[src/rtl/pipeline_ctrl_pkg.sv]
// Shared constants and types for the pipeline stall/flush sequencer.
//  - Exception codes reported by the MEM stage.
//  - Stall bus patterns. Bit 0 is PC and bit 5 is WB; a 1 holds that stage.
//  - FSM state encoding.
package pipeline_ctrl_pkg;

    localparam int unsigned STALL_W = 6;
    localparam int unsigned DATA_W  = 32;

    // Exception codes; zero means no exception
    localparam logic [DATA_W-1:0] EXC_NONE         = 32'h0000_0000;
    localparam logic [DATA_W-1:0] EXC_INT          = 32'h0000_0001;
    localparam logic [DATA_W-1:0] EXC_SYSCALL      = 32'h0000_0008;
    localparam logic [DATA_W-1:0] EXC_INST_INVALID = 32'h0000_000a;
    localparam logic [DATA_W-1:0] EXC_OV           = 32'h0000_000c;
    localparam logic [DATA_W-1:0] EXC_TRAP         = 32'h0000_000d;
    localparam logic [DATA_W-1:0] EXC_ERET         = 32'h0000_000e;

    // Stall bus patterns, ordered from the least to the most restrictive
    localparam logic [STALL_W-1:0] STALL_NONE = 6'b000000;
    localparam logic [STALL_W-1:0] STALL_IF   = 6'b000011;
    localparam logic [STALL_W-1:0] STALL_ID   = 6'b000111;
    localparam logic [STALL_W-1:0] STALL_EX   = 6'b001111;
    localparam logic [STALL_W-1:0] STALL_MEM  = 6'b011111;
    localparam logic [STALL_W-1:0] STALL_ALL  = 6'b111111;

    typedef enum logic {
        ST_RUN   = 1'b0,
        ST_FLUSH = 1'b1
    } state_e;

    // Merges the stage requests into one stall pattern; the latest stage that
    // requests a stall wins, because it must also hold every stage before it.
    function automatic logic [STALL_W-1:0] stall_pattern(
        input logic req_if,
        input logic req_id,
        input logic req_ex,
        input logic req_mem
    );
        logic [STALL_W-1:0] pat;
        pat = STALL_NONE;
        if (req_mem) begin
            pat = STALL_MEM;
        end else if (req_ex) begin
            pat = STALL_EX;
        end else if (req_id) begin
            pat = STALL_ID;
        end else if (req_if) begin
            pat = STALL_IF;
        end
        return pat;
    endfunction

endpackage

[src/rtl/pipeline_ctrl_sat_counter.sv]
// Saturating up-counter. It stops at all-ones and does not wrap.
//  clk, rst_n : clock and asynchronous active-low reset
//  clr_i      : synchronous clear; it takes priority over inc_i
//  inc_i      : add one unless the counter is already saturated
//  cnt_o      : current count
module sat_counter #(
    parameter int unsigned W = 32
) (
    input  logic         clk,
    input  logic         rst_n,
    input  logic         clr_i,
    input  logic         inc_i,
    output logic [W-1:0] cnt_o
);

    logic [W-1:0] cnt_q;
    logic [W-1:0] cnt_d;

    // Next count
    always_comb begin
        cnt_d = cnt_q;
        if (clr_i) begin
            cnt_d = '0;
        end else if (inc_i && (cnt_q != {W{1'b1}})) begin
            cnt_d = cnt_q + W'(1);
        end
    end

    always_ff @(posedge clk or negedge rst_n) begin
        if (!rst_n) begin
            cnt_q <= '0;
        end else begin
            cnt_q <= cnt_d;
        end
    end

    assign cnt_o = cnt_q;

endmodule

[src/rtl/pipeline_ctrl.sv]
// Central stall/flush sequencer for the 5-stage pipeline.
//  clk, rst_n        : clock and asynchronous active-low reset
//  stallreq_if/id/ex/mem : stall requests from each stage
//  exception_type_i  : exception code of the MEM-stage instruction (0 = none)
//  cp0_epc_i         : CP0 EPC, used as the ERET target
//  cnt_clr           : synchronous clear of both performance counters
//  stall             : combinational stall bus, [0]PC .. [5]WB, 1 = hold
//  flush             : registered one-cycle flush of all pipeline registers
//  new_pc            : registered redirect target, valid while flush is high
//  stall_cycles_o    : saturating count of stalled RUN cycles
//  flush_count_o     : saturating count of accepted exceptions
module pipeline_ctrl
    import pipeline_ctrl_pkg::*;
#(
    parameter logic [31:0] EXC_VECTOR = 32'h0000_0020,
    parameter int unsigned CNT_W      = 32
) (
    input  logic                clk,
    input  logic                rst_n,
    input  logic                stallreq_if,
    input  logic                stallreq_id,
    input  logic                stallreq_ex,
    input  logic                stallreq_mem,
    input  logic [DATA_W-1:0]   exception_type_i,
    input  logic [DATA_W-1:0]   cp0_epc_i,
    input  logic                cnt_clr,
    output logic [STALL_W-1:0]  stall,
    output logic                flush,
    output logic [DATA_W-1:0]   new_pc,
    output logic [CNT_W-1:0]    stall_cycles_o,
    output logic [CNT_W-1:0]    flush_count_o
);

    state_e              state_q, state_d;
    logic                flush_q, flush_d;
    logic [DATA_W-1:0]   new_pc_q, new_pc_d;
    logic [STALL_W-1:0]  stall_c;
    logic                accept_c;
    logic                stall_inc_c;

    // An exception waits while MEM is still stalled so the faulting access finishes first
    assign accept_c = (state_q == ST_RUN) && (exception_type_i != EXC_NONE) && !stallreq_mem;

    // Next state, flush/redirect registers and the stall bus
    always_comb begin
        state_d     = state_q;
        flush_d     = 1'b0;
        new_pc_d    = new_pc_q;
        stall_c     = STALL_NONE;
        stall_inc_c = 1'b0;
        unique case (state_q)
            ST_RUN: begin
                if (accept_c) begin
                    // Hold everything so the faulting instruction never retires
                    stall_c  = STALL_ALL;
                    flush_d  = 1'b1;
                    new_pc_d = (exception_type_i == EXC_ERET) ? cp0_epc_i : EXC_VECTOR;
                    state_d  = ST_FLUSH;
                end else begin
                    stall_c     = stall_pattern(stallreq_if, stallreq_id, stallreq_ex, stallreq_mem);
                    stall_inc_c = (stall_c != STALL_NONE);
                end
            end
            ST_FLUSH: begin
                // Requests and exceptions are ignored while the pipeline is being cleared
                state_d = ST_RUN;
            end
            default: begin
                state_d = ST_RUN;
            end
        endcase
    end

    always_ff @(posedge clk or negedge rst_n) begin
        if (!rst_n) begin
            state_q  <= ST_RUN;
            flush_q  <= 1'b0;
            new_pc_q <= '0;
        end else begin
            state_q  <= state_d;
            flush_q  <= flush_d;
            new_pc_q <= new_pc_d;
        end
    end

    assign stall  = stall_c;
    assign flush  = flush_q;
    assign new_pc = new_pc_q;

    sat_counter #(.W(CNT_W)) u_stall_cnt (
        .clk   (clk),
        .rst_n (rst_n),
        .clr_i (cnt_clr),
        .inc_i (stall_inc_c),
        .cnt_o (stall_cycles_o)
    );

    sat_counter #(.W(CNT_W)) u_flush_cnt (
        .clk   (clk),
        .rst_n (rst_n),
        .clr_i (cnt_clr),
        .inc_i (accept_c),
        .cnt_o (flush_count_o)
    );

endmodule
[config.mk]
export PLATFORM = sky130hd
export DESIGN_NAME = pipeline_ctrl
export DESIGN_NICKNAME = d
export VERILOG_FILES = /design/src/rtl/pipeline_ctrl_pkg.sv /design/src/rtl/pipeline_ctrl_sat_counter.sv /design/src/rtl/pipeline_ctrl.sv
export SDC_FILE = /design/constraint.sdc
export NUM_CORES = 1
export LEC_CHECK = 0
export CELL_PAD_IN_SITES_DETAIL_PLACEMENT = 0
export CELL_PAD_IN_SITES_GLOBAL_PLACEMENT = 1
export CORE_UTILIZATION = 34
export DETAILED_ROUTE_END_ITERATION = 10
export PLACE_DENSITY = 0.85
export SLEW_MARGIN = 5
export SYNTH_ARGS = -nofsm -noshare
export SYNTH_HDL_FRONTEND = slang
export SYNTH_SLANG_ARGS = --single-unit
[constraint.sdc]
create_clock -name clk -period 2.7 [get_ports clk]
set_input_delay 0.54 -clock clk [delete_from_list [all_inputs] [get_ports clk]]
set_output_delay 0.54 -clock clk [all_outputs]
set_load 0.01 [all_outputs]
==> results of run 1 <==
kinds of logic after synthesis:
family | after synthesis | share of synthesized area (%)
mux | 4 | 0.878
buf+inv | 36 | 3.62
compound gates | 57 | 9.45
xor+xnor | 50 | 9.04
simple gates | 237 | 26.4
flops | 97 | 50.1
fa+ha+maj | 2 | 0.516
state kept, by name, summed over array words and instances, names as in the netlist:
register / cells
u_stall_cnt.cnt_o: 32
flush: 1
u_flush_cnt.cnt_o: 32
new_pc: 32
final timing paths:
path / from / end / slack [ns] / cells after the start
setup / recovery: exception_type_i[22] / stall[0] / 0.03 / 6
hold / removal: rst_n / u_stall_cnt.cnt_o[26]$_DFFE_PN0P_ / 0.20 / 1
setup reg to reg: flush$_DFF_PN0_ / u_flush_cnt.cnt_o[26]$_DFFE_PN0P_ / 0.46 / 6
hold reg to reg: new_pc[17]$_DFFE_PN0P_ / new_pc[17]$_DFFE_PN0P_ / 0.51 / 1
max in group asynchronous: rst_n / u_flush_cnt.cnt_o[6]$_DFFE_PN0P_ / 1.74 / 2
min in group clk: new_pc[17]$_DFFE_PN0P_ / new_pc[17]$_DFFE_PN0P_ / 0.51 / 1
per-stage QoR:
stage / hold WS (ns) / total power, mW / util [%]
global route: 0.238 / 3.16 / 52.1
finish: 0.196 / 3.03 / 52.1
detailed placement: 0.490 / 1.75 / 49.4
CTS: 0.220 / 3.08 / 51.9
global placement: 0.489 / 1.75 / 49.4
floorplan: 0.244 / 1.57 / -
synth_stat cells, drive strengths merged, types with 6 or more instances:
cell type | instances | area [sq um]
a22o | 31 | 272
nand4 | 28 | 181
dfrtp | 97 | 2430
clkbuf | 18 | 78.8
buf | 12 | 73.8
o21ai | 6 | 30.0
or3 | 8 | 55.1
nor4 | 12 | 75.1
nor2 | 66 | 248
nand2 | 23 | 86.3
nor3 | 26 | 146
xor2 | 23 | 201
nand3 | 28 | 140
and4 | 8 | 73.8
xnor2 | 27 | 236
a21oi | 9 | 45.0
and3 | 15 | 96.3
inv | 6 | 22.5
final cells by class:
cell class / instances / area (sq um)
repair buffers: 200 / 1910
clock inverters: 6 / 66.3
well taps: 180 / 225
fillers: 1225 / 6640
inverters: 6 / 22.5
clock buffers: 10 / 239
flip-flops and latches: 97 / 2430
multi-input cells: 350 / 2340
power by group:
part / internal [mW] / leakage, nW / switching [mW] / total, mW
sequential: 1.46 / 1.35 / 0.0101 / 1.47
combinational: 0.127 / 1.50 / 0.127 / 0.255
clock: 0.745 / 0.141 / 0.567 / 1.31
total: 2.33 / 2.99 / 0.704 / 3.03
metal layers:
layer	wire [microns]	track usage (%)	vias to the layer above
li1	-	-	2105
met2	6890	32.1	118
met4	195	6.40	0
met5	0	0	-
met1	5920	24.1	2195
met3	597	4.75	16
repair_timing:
item,CTS,global route
setup buffers,4,1
setup endpoints to repair,8,42
pin swaps,12,7
resized for setup,51,10
hold buffers,0,0
==> out/results.tsv, run 1 <==
stage	metric	value	unit
status	status	completed	
clock_tree	cts.clk_slew.worst_paths	0.06	ns
final_layout	nets	737	
critical_path	cpLargestDelayFamily	simple AND/OR/NAND/NOR gates	
yosys	synth_edf_count	0	
sta	rsz0062_at_grt	true	
critical_path	crit_path_cell_trace	dlygate4sd2_1 > nor4_4 > nand4_1 > nor4_4 > a31oi_2 > dlygate4sd2_1	
detailed_routing	wl	13.6	mm
global_routing	grt_max_degree	50	
final_layout	synthToLayoutAreaGrowth	49.4	%
yosys	yosys_register_bits	97	
final_layout	final_common_cell	clkdlybuf4s50_1	
critical_path	cp_slowest_stage_delay	0.35	ns
final_layout	stdcell_count	849	
clock_tree	clk_latency	0.35	ns
detailed_routing	ant_nets	0	
power	power_leakage	2.99	nW
placement	dp.cells	830	
detailed_routing	drc	0	
critical_path	crit_buf_inv	2	
yosys	synthDistinctLibCells	53	
power	vdd_drop_max	0.000286	V
placement	dp_hpwl	9.67	mm
sta	fmax	374	MHz
global_routing	grt_remaining_overflow	0	
floorplanning	die_h	121	microns
clock_tree	cts_sinks	97	
detailed_routing	num_vias	4434	
detailed_routing	wire_per_inst	16.0	microns
global_routing	antenna_found_initial	0	
sta	tightest_slew	0.671	ns
yosys	yosys_warnings	0	
yosys	netlist_instances	483	
run	cap_violations	0	
placement	io_buffers	173	
floorplanning	dieArea	14700	sq um
floorplanning	initial_utilization	34.9	%
placement	dp_slack	-0.526	ns
sta	finalSetupTns	0	ns
critical_path	end_kind	primary output	
sta	setup_viol	0	
sta	drv_slew	0	
floorplanning	core_area	13900	sq um
final_layout	final_cell_area	7240	sq um
global_routing	grt_pass1_vias	4401	
clock_tree	clock_path_buffers	2	
detailed_routing	vias_per_cell	5.22	
detailed_routing	firstDrtPassIters	7	
yosys	syn_area	4840	sq um
final_layout	most-common-layout-cells	clkdlybuf4s50_1, dfrtp_1, nor2_1	
final_layout	antenna_cells	0	
yosys	synthFlopType	dfrtp_1	
yosys	syn_nets	556	
yosys	synth_seq_area_share	50.1	%
clock_tree	h-tree-depth	3	
clock_tree	numCtsBuffers	9	
sta	relSlewSlack	55.3	%
sta	finalCriticalPeriod	2.67	ns
placement	place_area	6850	sq um
hold_path	hold_class	primary input to asynchronous set/reset pin	
floorplanning	rows	43	
clock_tree	cts_root_buf	clkbuf_16	
critical_path	crit_required	2.16	ns
critical_path	cp.arrival	2.13	ns
placement	gp_congestion	0.826	
critical_path	start_kind	primary input	
critical_path	cp_slowest_cell	nor4_4	
floorplanning	die_width	121	microns
final_layout	drive_above_1_share	11.7	%
detailed_routing	initialDrtViolationCount	294	
power	power_density	419	nW/um^2
sta	worst_slack	0.0291	ns
global_routing	grt_usage	19.2	%
global_routing	grt_pass1_wl	22.1	mm
clock_tree	cts_tree	yes	
sta	fin_crit_sh	98.9	%
critical_path	path_class	primary input to primary output	
yosys	synthArstFlopShare	100	%
floorplanning	ioPinCount	174	
sta	hold_viol	0	
critical_path	cp_max_fo	2	
yosys	syn_avg_cell_area	10.0	sq um
sta	fin_worst_skew	0.00482	ns
Power figures use the tool's default switching activity.
==> run 2, diff against run 1 <==
GPL_TIMING_DRIVEN = 0   (was not set)
clock period = 3 ns   (was 2.7 ns; I/O delays follow)
==> run 2 against run 1 <==
- utilization is 0.12 points higher
- routed wire length is 5.0% higher
- power is 8.6% lower
- highest routed layer unchanged
==> out/results.tsv, run 2 (synthesized netlist as in run 1, its figures left out) <==
stage	metric	value	unit	change
global_routing	grt_pass1_wl	22.9	mm	+3.8%
global_routing	grt_pass1_vias	4536		+3.1%
power	p_int	2.16	mW	-7.3%
final_layout	most-common-layout-cells	clkdlybuf4s50_1, dfrtp_1, nor2_1		
global_routing	grt_max_degree	54		+8.0%
final_layout	seq_area	2430	sq um	unchanged
run	cap_violations	0		unchanged
detailed_routing	num_vias	4506		+1.6%
critical_path	cpMostUsedCell	buf_4		
critical_path	crit_required	2.40	ns	+0.24 ns
power	p_sw_share	22.2	%	-1.0 points
power	seqPwrFrac	47.6	%	-0.8 points
critical_path	r2r-end	u_flush_cnt.cnt_o[20]$_DFFE_PN0P_		
final_layout	antenna_cells	0		unchanged
placement	dp_hpwl	10.3	mm	+6.3%
clock_tree	cts_sinks	97		unchanged
final_layout	final_common_cell	clkdlybuf4s50_1		
power	vdd_drop_max	0.000276	V	-3.4%
final_layout	drive_above_1_share	9.73	%	-1.9 points
placement	place_area	6830	sq um	-0.37%
clock_tree	clk_latency	0.35	ns	about the same
clock_tree	numCtsBuffers	9		unchanged
floorplanning	rows	43		unchanged
detailed_routing	vias_per_cell	5.25		+0.56%
global_routing	antenna_found_initial	0		unchanged
sta	fin_crit_sh	98.3	%	
critical_path	crit_path_cell_trace	clkdlybuf4s50_1 > nor4_2 > nand4_1 > buf_4 > o31ai_4 > inv_2 > buf_4 > buf_4		
placement	gp_congestion	0.867		+5.0%
hold_path	hold_class	primary input to asynchronous set/reset pin		
detailed_routing	wl	14.3	mm	+5.0%
power	power_leakage	2.99	nW	about the same
power	clkPwrFrac	43.5	%	+0.3 points
critical_path	cp.arrival	2.35	ns	+0.22 ns
placement	io_buffers	173		unchanged
final_layout	synthToLayoutAreaGrowth	49.7	%	
critical_path	startpoint	exception_type_i[9]		
detailed_routing	drc	0		unchanged
clock_tree	cts_root_buf	clkbuf_16		
critical_path	reg2regPathDepth	8		+2
placement	dp_slack	-0.758	ns	-0.232 ns
clock_tree	cts.clk_slew.worst_paths	0.06	ns	about the same
critical_path	cp_slowest_stage_delay	0.42	ns	+0.07 ns
status	status	completed		
critical_path	r2r_start	u_flush_cnt.cnt_o[0]$_DFFE_PN0P_		
detailed_routing	initialDrtViolationCount	248		-16%
critical_path	path_class	primary input to primary output		
critical_path	start_kind	primary input		
power	power_density	383	nW/um^2	-8.8%
sta	drv_slew	0		unchanged
floorplanning	ioPinCount	174		unchanged
final_layout	multi_input_area	2320	sq um	-0.91%
sta	fmax	339	MHz	
detailed_routing	firstDrtPassIters	4		-3
detailed_routing	wire_per_inst	16.6	microns	+3.9%
critical_path	cp_max_fo	3		+1
sta	worst_slack	0.0516	ns	+0.0225 ns
final_layout	final_cell_area	7250	sq um	+0.22%
clock_tree	clock_path_buffers	2		unchanged
sta	tightest_slew	0.862	ns	+0.191 ns
power	p_sw	0.615	mW	-13%
global_routing	grt_usage	20.2	%	+0.96 points
power	p_total	2.77	mW	-8.6%
floorplanning	die_h	121	microns	unchanged
final_layout	nets	748		+1.5%
sta	hold_viol	0		unchanged
clock_tree	hold_buffers	0		unchanged
sta	finalCriticalPeriod	2.95	ns	
final_layout	fill_cells	1301		+6.2%
sta	relSlewSlack	42.5	%	-13 points
floorplanning	core_area	13900	sq um	unchanged
clock_tree	cts_tree	yes		
global_routing	grt_remaining_overflow	0		unchanged
detailed_routing	ant_nets	0		unchanged
floorplanning	die_width	121	microns	unchanged
floorplanning	dieArea	14700	sq um	unchanged
floorplanning	initial_utilization	34.9	%	unchanged
power	comb_power_share	8.8	%	+0.4 points
clock_tree	h-tree-depth	3		unchanged
sta	fin_worst_skew	0.00832	ns	+0.00350 ns
sta	setup_viol	0		unchanged
critical_path	worstSetupEndpoint	stall[5]		
critical_path	end_kind	primary output		
critical_path	rrSetupSlack	0.56	ns	+0.10 ns
critical_path	cp_slowest_cell	clkdlybuf4s50_1		
[run 2: per-layer routing]
metal	wire, microns	GRT usage (%)
met5	0	0
met4	345	9.18
met3	581	3.90
met2	7100	32.6
met1	6260	25.9
[run 2: timing repair]
item / CTS / global route
pin swaps: 6 / 6
setup buffers: 6 / 1
endpoints found under the setup margin: 29 / 7
endpoints found under the hold margin: 0 / 0
resized for setup: 20 / 14
[run 2: cell type report]
type	count	share of cell area, %
sequential	97	33.5
multi-input combinational	350	32.0
timing repair buffer	181	24.8
clock buffer	11	3.21
tap	180	3.11
buffer	30	2.10
clock inverter	3	0.932
inverter	6	0.311
[run 2: through the flow]
step	instances	utilization, %	hold WS, ns	setup TNS [ns]
floorplan	483	-	0.304	0
global placement	836	49.0	0.489	-244.45
detailed placement	837	49.2	0.491	-17.72
CTS	857	52.1	0.267	0
global route	858	52.3	0.303	-0.0477
finish	858	52.3	0.257	0
[run 2: power groups by stage]
| stage | combinational (mW) | clock [mW] | sequential [mW] |
|---|---|---|---|
| finish | 0.245 | 1.21 | 1.32 |
| global route | 0.267 | 1.30 | 1.32 |
| CTS | 0.246 | 1.25 | 1.32 |
| detailed placement | 0.239 | 0 | 1.35 |
| global placement | 0.231 | 0 | 1.35 |
| floorplan | 0.0648 | 0 | 1.35 |
[run 2: worst min path at each step]
stage,startpoint,end,slack (ns)
2_1_floorplan,rst_n,flush$_DFF_PN0_,0.30
3_3_place_gp,new_pc[4]$_DFFE_PN0P_,new_pc[4]$_DFFE_PN0P_,0.49
3_5_place_dp,new_pc[25]$_DFFE_PN0P_,new_pc[25]$_DFFE_PN0P_,0.49
4_1_cts,rst_n,u_stall_cnt.cnt_o[27]$_DFFE_PN0P_,0.27
5_1_grt,rst_n,u_stall_cnt.cnt_o[27]$_DFFE_PN0P_,0.30
6_report,rst_n,u_stall_cnt.cnt_o[27]$_DFFE_PN0P_,0.26
[run 2: worst max-delay path: cells and delay by family]
kind	cells	cell delay [ns]
AO/OA/AOI/OAI	1	0.25
buffers and inverters	5	0.98
AND/OR/NAND/NOR	2	0.51
